<file path="src/rtl/alu_exec_pipe.sv">
// Two-stage elastic ALU execute unit. S1 holds the accepted operation and
// operands; S2 holds the registered result, zero and illegal flags, which drive
// the out_* ports directly. Full throughput with backpressure.
module alu_exec_pipe #(
  parameter int unsigned WIDTH = 32,
  parameter int unsigned CNT_W = 16
) (
  input  logic             clk,
  input  logic             reset,
  input  logic             in_valid,
  output logic             in_ready,
  input  logic [2:0]       in_ctrl,
  input  logic [WIDTH-1:0] in_srca,
  input  logic [WIDTH-1:0] in_srcb,
  output logic             out_valid,
  input  logic             out_ready,
  output logic [WIDTH-1:0] out_result,
  output logic             out_zero,
  output logic             out_illegal,
  output logic [CNT_W-1:0] illegal_cnt
);

  localparam logic [2:0] OpAdd = 3'b000;
  localparam logic [2:0] OpSub = 3'b001;
  localparam logic [2:0] OpAnd = 3'b010;
  localparam logic [2:0] OpOr  = 3'b011;
  localparam logic [2:0] OpSlt = 3'b101;

  logic             s1_valid_q;
  logic [2:0]       s1_ctrl_q;
  logic [WIDTH-1:0] s1_srca_q;
  logic [WIDTH-1:0] s1_srcb_q;

  logic             s2_valid_q;
  logic [WIDTH-1:0] s2_result_q;
  logic             s2_zero_q;
  logic             s2_illegal_q;
  logic [CNT_W-1:0] illegal_cnt_q;

  logic s2_adv;
  logic in_hs;
  logic out_hs;

  // Handshake control; in_ready depends only on pipeline state and out_ready.
  always_comb begin
    s2_adv   = !s2_valid_q | out_ready;
    in_ready = !s1_valid_q | s2_adv;
    in_hs    = in_valid & in_ready;
    out_hs   = s2_valid_q & out_ready;
  end

  logic             do_sub;
  logic [WIDTH-1:0] b_op;
  logic [WIDTH-1:0] sum;
  logic             ovf;
  logic             lt;
  logic [WIDTH-1:0] alu_result;
  logic             alu_illegal;
  logic             alu_zero;

  // ALU on S1 contents; add/sub/slt share one adder, slt uses sign ^ overflow.
  always_comb begin
    do_sub      = (s1_ctrl_q == OpSub) || (s1_ctrl_q == OpSlt);
    b_op        = do_sub ? ~s1_srcb_q : s1_srcb_q;
    sum         = s1_srca_q + b_op + WIDTH'(do_sub);
    ovf         = (s1_srca_q[WIDTH-1] == b_op[WIDTH-1]) && (sum[WIDTH-1] != s1_srca_q[WIDTH-1]);
    lt          = sum[WIDTH-1] ^ ovf;
    alu_result  = '0;
    alu_illegal = 1'b0;
    case (s1_ctrl_q)
      OpAdd:   alu_result = sum;
      OpSub:   alu_result = sum;
      OpAnd:   alu_result = s1_srca_q & s1_srcb_q;
      OpOr:    alu_result = s1_srca_q | s1_srcb_q;
      OpSlt:   alu_result = {{(WIDTH-1){1'b0}}, lt};
      default: alu_illegal = 1'b1;
    endcase
    alu_zero = (alu_result == '0);
  end

  // Stage 1: capture the operation on an input handshake, empty when it drains.
  always_ff @(posedge clk) begin
    if (reset) begin
      s1_valid_q <= 1'b0;
      s1_ctrl_q  <= '0;
      s1_srca_q  <= '0;
      s1_srcb_q  <= '0;
    end else begin
      if (in_ready) begin
        s1_valid_q <= in_valid;
      end
      if (in_hs) begin
        s1_ctrl_q <= in_ctrl;
        s1_srca_q <= in_srca;
        s1_srcb_q <= in_srcb;
      end
    end
  end

  // Stage 2: data only loads from a valid S1 so outputs hold while out_valid=0.
  always_ff @(posedge clk) begin
    if (reset) begin
      s2_valid_q   <= 1'b0;
      s2_result_q  <= '0;
      s2_zero_q    <= 1'b0;
      s2_illegal_q <= 1'b0;
    end else if (s2_adv) begin
      s2_valid_q <= s1_valid_q;
      if (s1_valid_q) begin
        s2_result_q  <= alu_result;
        s2_zero_q    <= alu_zero;
        s2_illegal_q <= alu_illegal;
      end
    end
  end

  // Saturating count of illegal ops actually delivered downstream.
  always_ff @(posedge clk) begin
    if (reset) begin
      illegal_cnt_q <= '0;
    end else if (out_hs && s2_illegal_q && (illegal_cnt_q != '1)) begin
      illegal_cnt_q <= illegal_cnt_q + CNT_W'(1);
    end
  end

  assign out_valid   = s2_valid_q;
  assign out_result  = s2_result_q;
  assign out_zero    = s2_zero_q;
  assign out_illegal = s2_illegal_q;
  assign illegal_cnt = illegal_cnt_q;

endmodule

</file>
<file path="config.mk">
export PLATFORM = sky130hd
export DESIGN_NAME = alu_exec_pipe
export DESIGN_NICKNAME = d
export VERILOG_FILES = /design/src/rtl/alu_exec_pipe.sv
export SDC_FILE = /design/constraint.sdc
export NUM_CORES = 1
export LEC_CHECK = 0
export ABC_CLOCK_PERIOD_IN_PS = 14400
export BUFFER_PORTS_ARGS = -buffer_cell sky130_fd_sc_hd__buf_2
export CORE_MARGIN = 3
export CORE_UTILIZATION = 45
export DETAILED_ROUTE_END_ITERATION = 6
export HOLD_SLACK_MARGIN = 0.03
export MAX_ROUTING_LAYER = met4
export PLACE_DENSITY = 0.67
export SLEW_MARGIN = 10
export SYNTH_ARGS = -nofsm -noshare
export SYNTH_HDL_FRONTEND = slang
export SYNTH_SLANG_ARGS = --single-unit
</file>
<file path="constraint.sdc">
create_clock -name clk -period 14.4 [get_ports clk]
set_input_delay 2.16 -clock clk [delete_from_list [all_inputs] [get_ports clk]]
set_output_delay 2.16 -clock clk [all_outputs]
set_load 0.01 [all_outputs]
</file>
==> impl_results.md <==
- Vias in the first global route: 6798
- Ant diodes: 0
- Largest net degree at the start of global routing: 68
- Synthesized area: 0.007368 mm2
- Ranking of synthesized cells by area: dfxtp_1 (32%), nand2_1 (11%), a21oi_1 (8.7%), ha_1 (6.8%), xnor2_1 (5.1%)
- Initial antenna violation count: 0
- Die width: 134.0 um
- Final nets: 1179
- Chip height: 134.0 um
- # Post-CTS Setup Buffers: 0
- Post-Synth Adder-Cell Area: 9.781%
- GRT overflow: 0
- Largest family of logic cells by synthesized area: simple AND/OR/NAND/NOR gates
- Row Count: 46
- RD Place Congestion: 0.9608
- 1st-iter DRT viols: 576
- Vias/cell: 5.667
- Crit Path Max Fanout: 27
- GRT Max-Usage Layer: met2
- Final Critical Period: 5.884 ns
- H-tree Lvls: 4
- Post-synth EDFFs: 0
- Synth top area share: 32.33%
- Final Skew: 0.009423 ns
- Post-Synth XOR/XNOR Area: 7.370%
- Internal power: 0.6834 mW
- Area of the core: 0.01594 mm2
- Max Clock Freq: 0.1700 GHz
- Net Count, Synth: 1089
- Worst min path class: reg2reg
- Clock Tree Root: clkbuf_16
- Post-DR wirelength/cell: 17.02 um
- Core Util, Final: 54.60%
- Sw frac: 31.37%
- Hold-fix buffers at CTS: 0
- Worst vdd ir: 0.00008094 V
- Comb power frac: 19.4%
- Slew at the pin closest to its max-slew limit: 1.157 ns
- Post-route cell area: 0.008705 mm2
- Port bufs: 122
- Critical Path AT: 6.22 ns
- Post-synth ARST share: 0%
- Placed cell count: 1264
- Final HPWL DP: 15810 um
- Share of cells above drive strength 1: 16.57%
- Seq cells post-synth: 119
- Max Cap Viol: 0
- Clock-pin slew on the worst setup and hold paths: 0.06 ns
- Synth cell types: 66
- Final Max Slew Viols: 0
- Status: finished clean
- Overall Global Routing Usage: 25.16%
- Met1 usage: 33.10%
- Synth Instances: 977
- GR Util met3: 3.901%
- Initial Util: 46.22%
- Compound-Gate Fraction of Synth Area: 23.01%
- Crit Path Category: reg2reg
- Sequential area share after synthesis: 32.33%
- TritonCTS Buffers: 17
- Fillers: 1579
- PostCTS Resize Cnt: 0
- Leakage power: 3.624 nW
- Prevailing post-synth register cell: dfxtp_1
- TritonCTS clock tree: built
- DRC viols: 0
- Final setup TNS: 0 ns
- Antenna Violating Nets Remaining: 0
- Clock share of power: 44.1%
- Multiplexer area fraction after synthesis: 0.4075%
- I/O pin count: 123
- Worst skew pair latency: 0.43 ns
- Power Dens Cells: 114.4 mW/mm2
- Final setup viols: 0
- Area grow syn2layout: 18.14%
- Mean Syn Cell Area: 7.542 um2
- WHS: 0.4557 ns
- Routed wire length: 22050 um
- Synth top cells by count: nand2_1 (209), a21oi_1 (128), dfxtp_1 (119), nor2_1 (73), clkbuf_1 (51)
- Fin. Hold Viols: 0
- Post-synth top area cell: dfxtp_1
- Startpoint types: flip-flop
- Count leader, synth: nand2_1
- Simple-Gate Fraction of Synth Area: 23.38%
- First-pass GRT wire length: 35490 um
- Area post-placement: 0.008103 mm2
- Total die area: 0.01795 mm2
- Synth warn: 0
- Element type at the critical path end: flip-flop
- Met2 Use GR: 39.78%
- Clock Tree Buf Depth: 2
- Final Non-Filler Cells: 1296
- Vias: 7345
- DRT Pass-1 Iters: 5
- Sequential share of power: 36.5%
- Sink Count: 119
- Worst path required time: 14.74 ns
- RSZ-0062 raised after global routing: false
- Net switching power: 0.3123 mW
- Rel. slew slack: 21.88%
- Final Cycle Share: 40.86%
[worst max-delay path, stage by stage, from the launching register on]
cell and delay, ns:
dfxtp_1 0.81, inv_2 0.22, nand2_1 0.29, buf_4 0.49
xnor2_1 0.18, ha_1 0.30, nor2b_1 0.19, o31ai_1 0.56
a21oi_1 0.19, o41ai_1 1.02, o21bai_1 0.20, xnor2_1 0.25
o2111a_1 0.25, nand4bb_1 0.11, nor4_1 0.37, nand4b_1 0.17
o31ai_2 0.19
[per-stage QoR]
stage,setup WS [ns],power (mW)
floorplan,9.120,0.5015
global route,8.020,1.040
CTS,8.627,1.001
global placement,8.910,0.5612
detailed placement,8.675,0.5613
finish,8.516,0.9957
[metal layers]
metal  part of all wire [%]  up-vias
li1                       -     3646
met1                     47     3431
met2                     46      234
met3                    5.0       34
met4                    2.0        0
met5                      0        -
[cells in the final DEF, fill, tap and decap left out, types with 17 or more instances in the layout]
| cell | netlist | final |
|---|---|---|
| nand3_1 | 21 | 21 |
| nand2_1 | 209 | 208 |
| nor2_1 | 73 | 71 |
| ha_1 | 40 | 40 |
| nor3_1 | 18 | 18 |
| a21oi_1 | 128 | 128 |
| o21ai_0 | 30 | 30 |
| maj3_1 | 20 | 20 |
| xor2_1 | 19 | 19 |
| xnor2_1 | 43 | 43 |
| a211oi_1 | 24 | 24 |
| dfxtp_1 | 119 | 118 |
| buf_2 | 0 | 121 |
| clkbuf_16 | 0 | 17 |
[layout make-up]
class / count / area [um2] / area share (%)
clock buffers: 17 / 425.4 / 4.887
clock inverters: 15 / 176.4 / 2.027
inverters: 14 / 52.55 / 0.6037
multi-input cells: 785 / 4723 / 54.26
flip-flops and latches: 119 / 2384 / 27.38
well taps: 216 / 270.3 / 3.105
repair buffers: 130 / 673.1 / 7.733
[kinds of logic (layout without fill, tap and decap cells)]
| logic type | Yosys count | after routing |
|---|---|---|
| and+or+nand+nor | 390 | 390 |
| AOI/OAI and AO/OA | 269 | 269 |
| DFF | 119 | 119 |
| buffers and inverters | 73 | 176 |
| xor gates and xnor gates | 62 | 62 |
| adders and majority gates | 61 | 61 |
| muxes | 3 | 3 |
[power by group through the flow]
stage	Sequential [mW]	Clock [mW]	Combinational, mW
finish	0.364	0.439	0.193
global route	0.366	0.459	0.214
CTS	0.364	0.446	0.192
detailed placement	0.371	0	0.190
global placement	0.371	0	0.191
floorplan	0.368	0	0.133
[state kept, by name, indices dropped and copies added, names as in the netlist]
| signal | count |
|---|---|
| out_result | 32 |
| s1_srca_q | 32 |
| out_illegal | 1 |
| illegal_cnt | 16 |
| s1_ctrl_q | 3 |
| s1_valid_q | 1 |
| s1_srcb_q | 32 |
| out_valid | 1 |
| out_zero | 1 |
[final timing paths]
check                                   start                          end  slack, ns  cells past startpoint
hold / removal    out_result[24]$_SDFFE_PP0P_  out_result[24]$_SDFFE_PP0P_       0.46                      2
setup / recovery    s1_ctrl_q[1]$_SDFFE_PP0P_        out_zero$_SDFFE_PP0P_       8.52                     16
hold reg to reg   out_result[24]$_SDFFE_PP0P_  out_result[24]$_SDFFE_PP0P_       0.46                      2
setup reg to reg    s1_ctrl_q[1]$_SDFFE_PP0P_        out_zero$_SDFFE_PP0P_       8.52                     16
No activity file was read; power rests on OpenSTA's default activity.
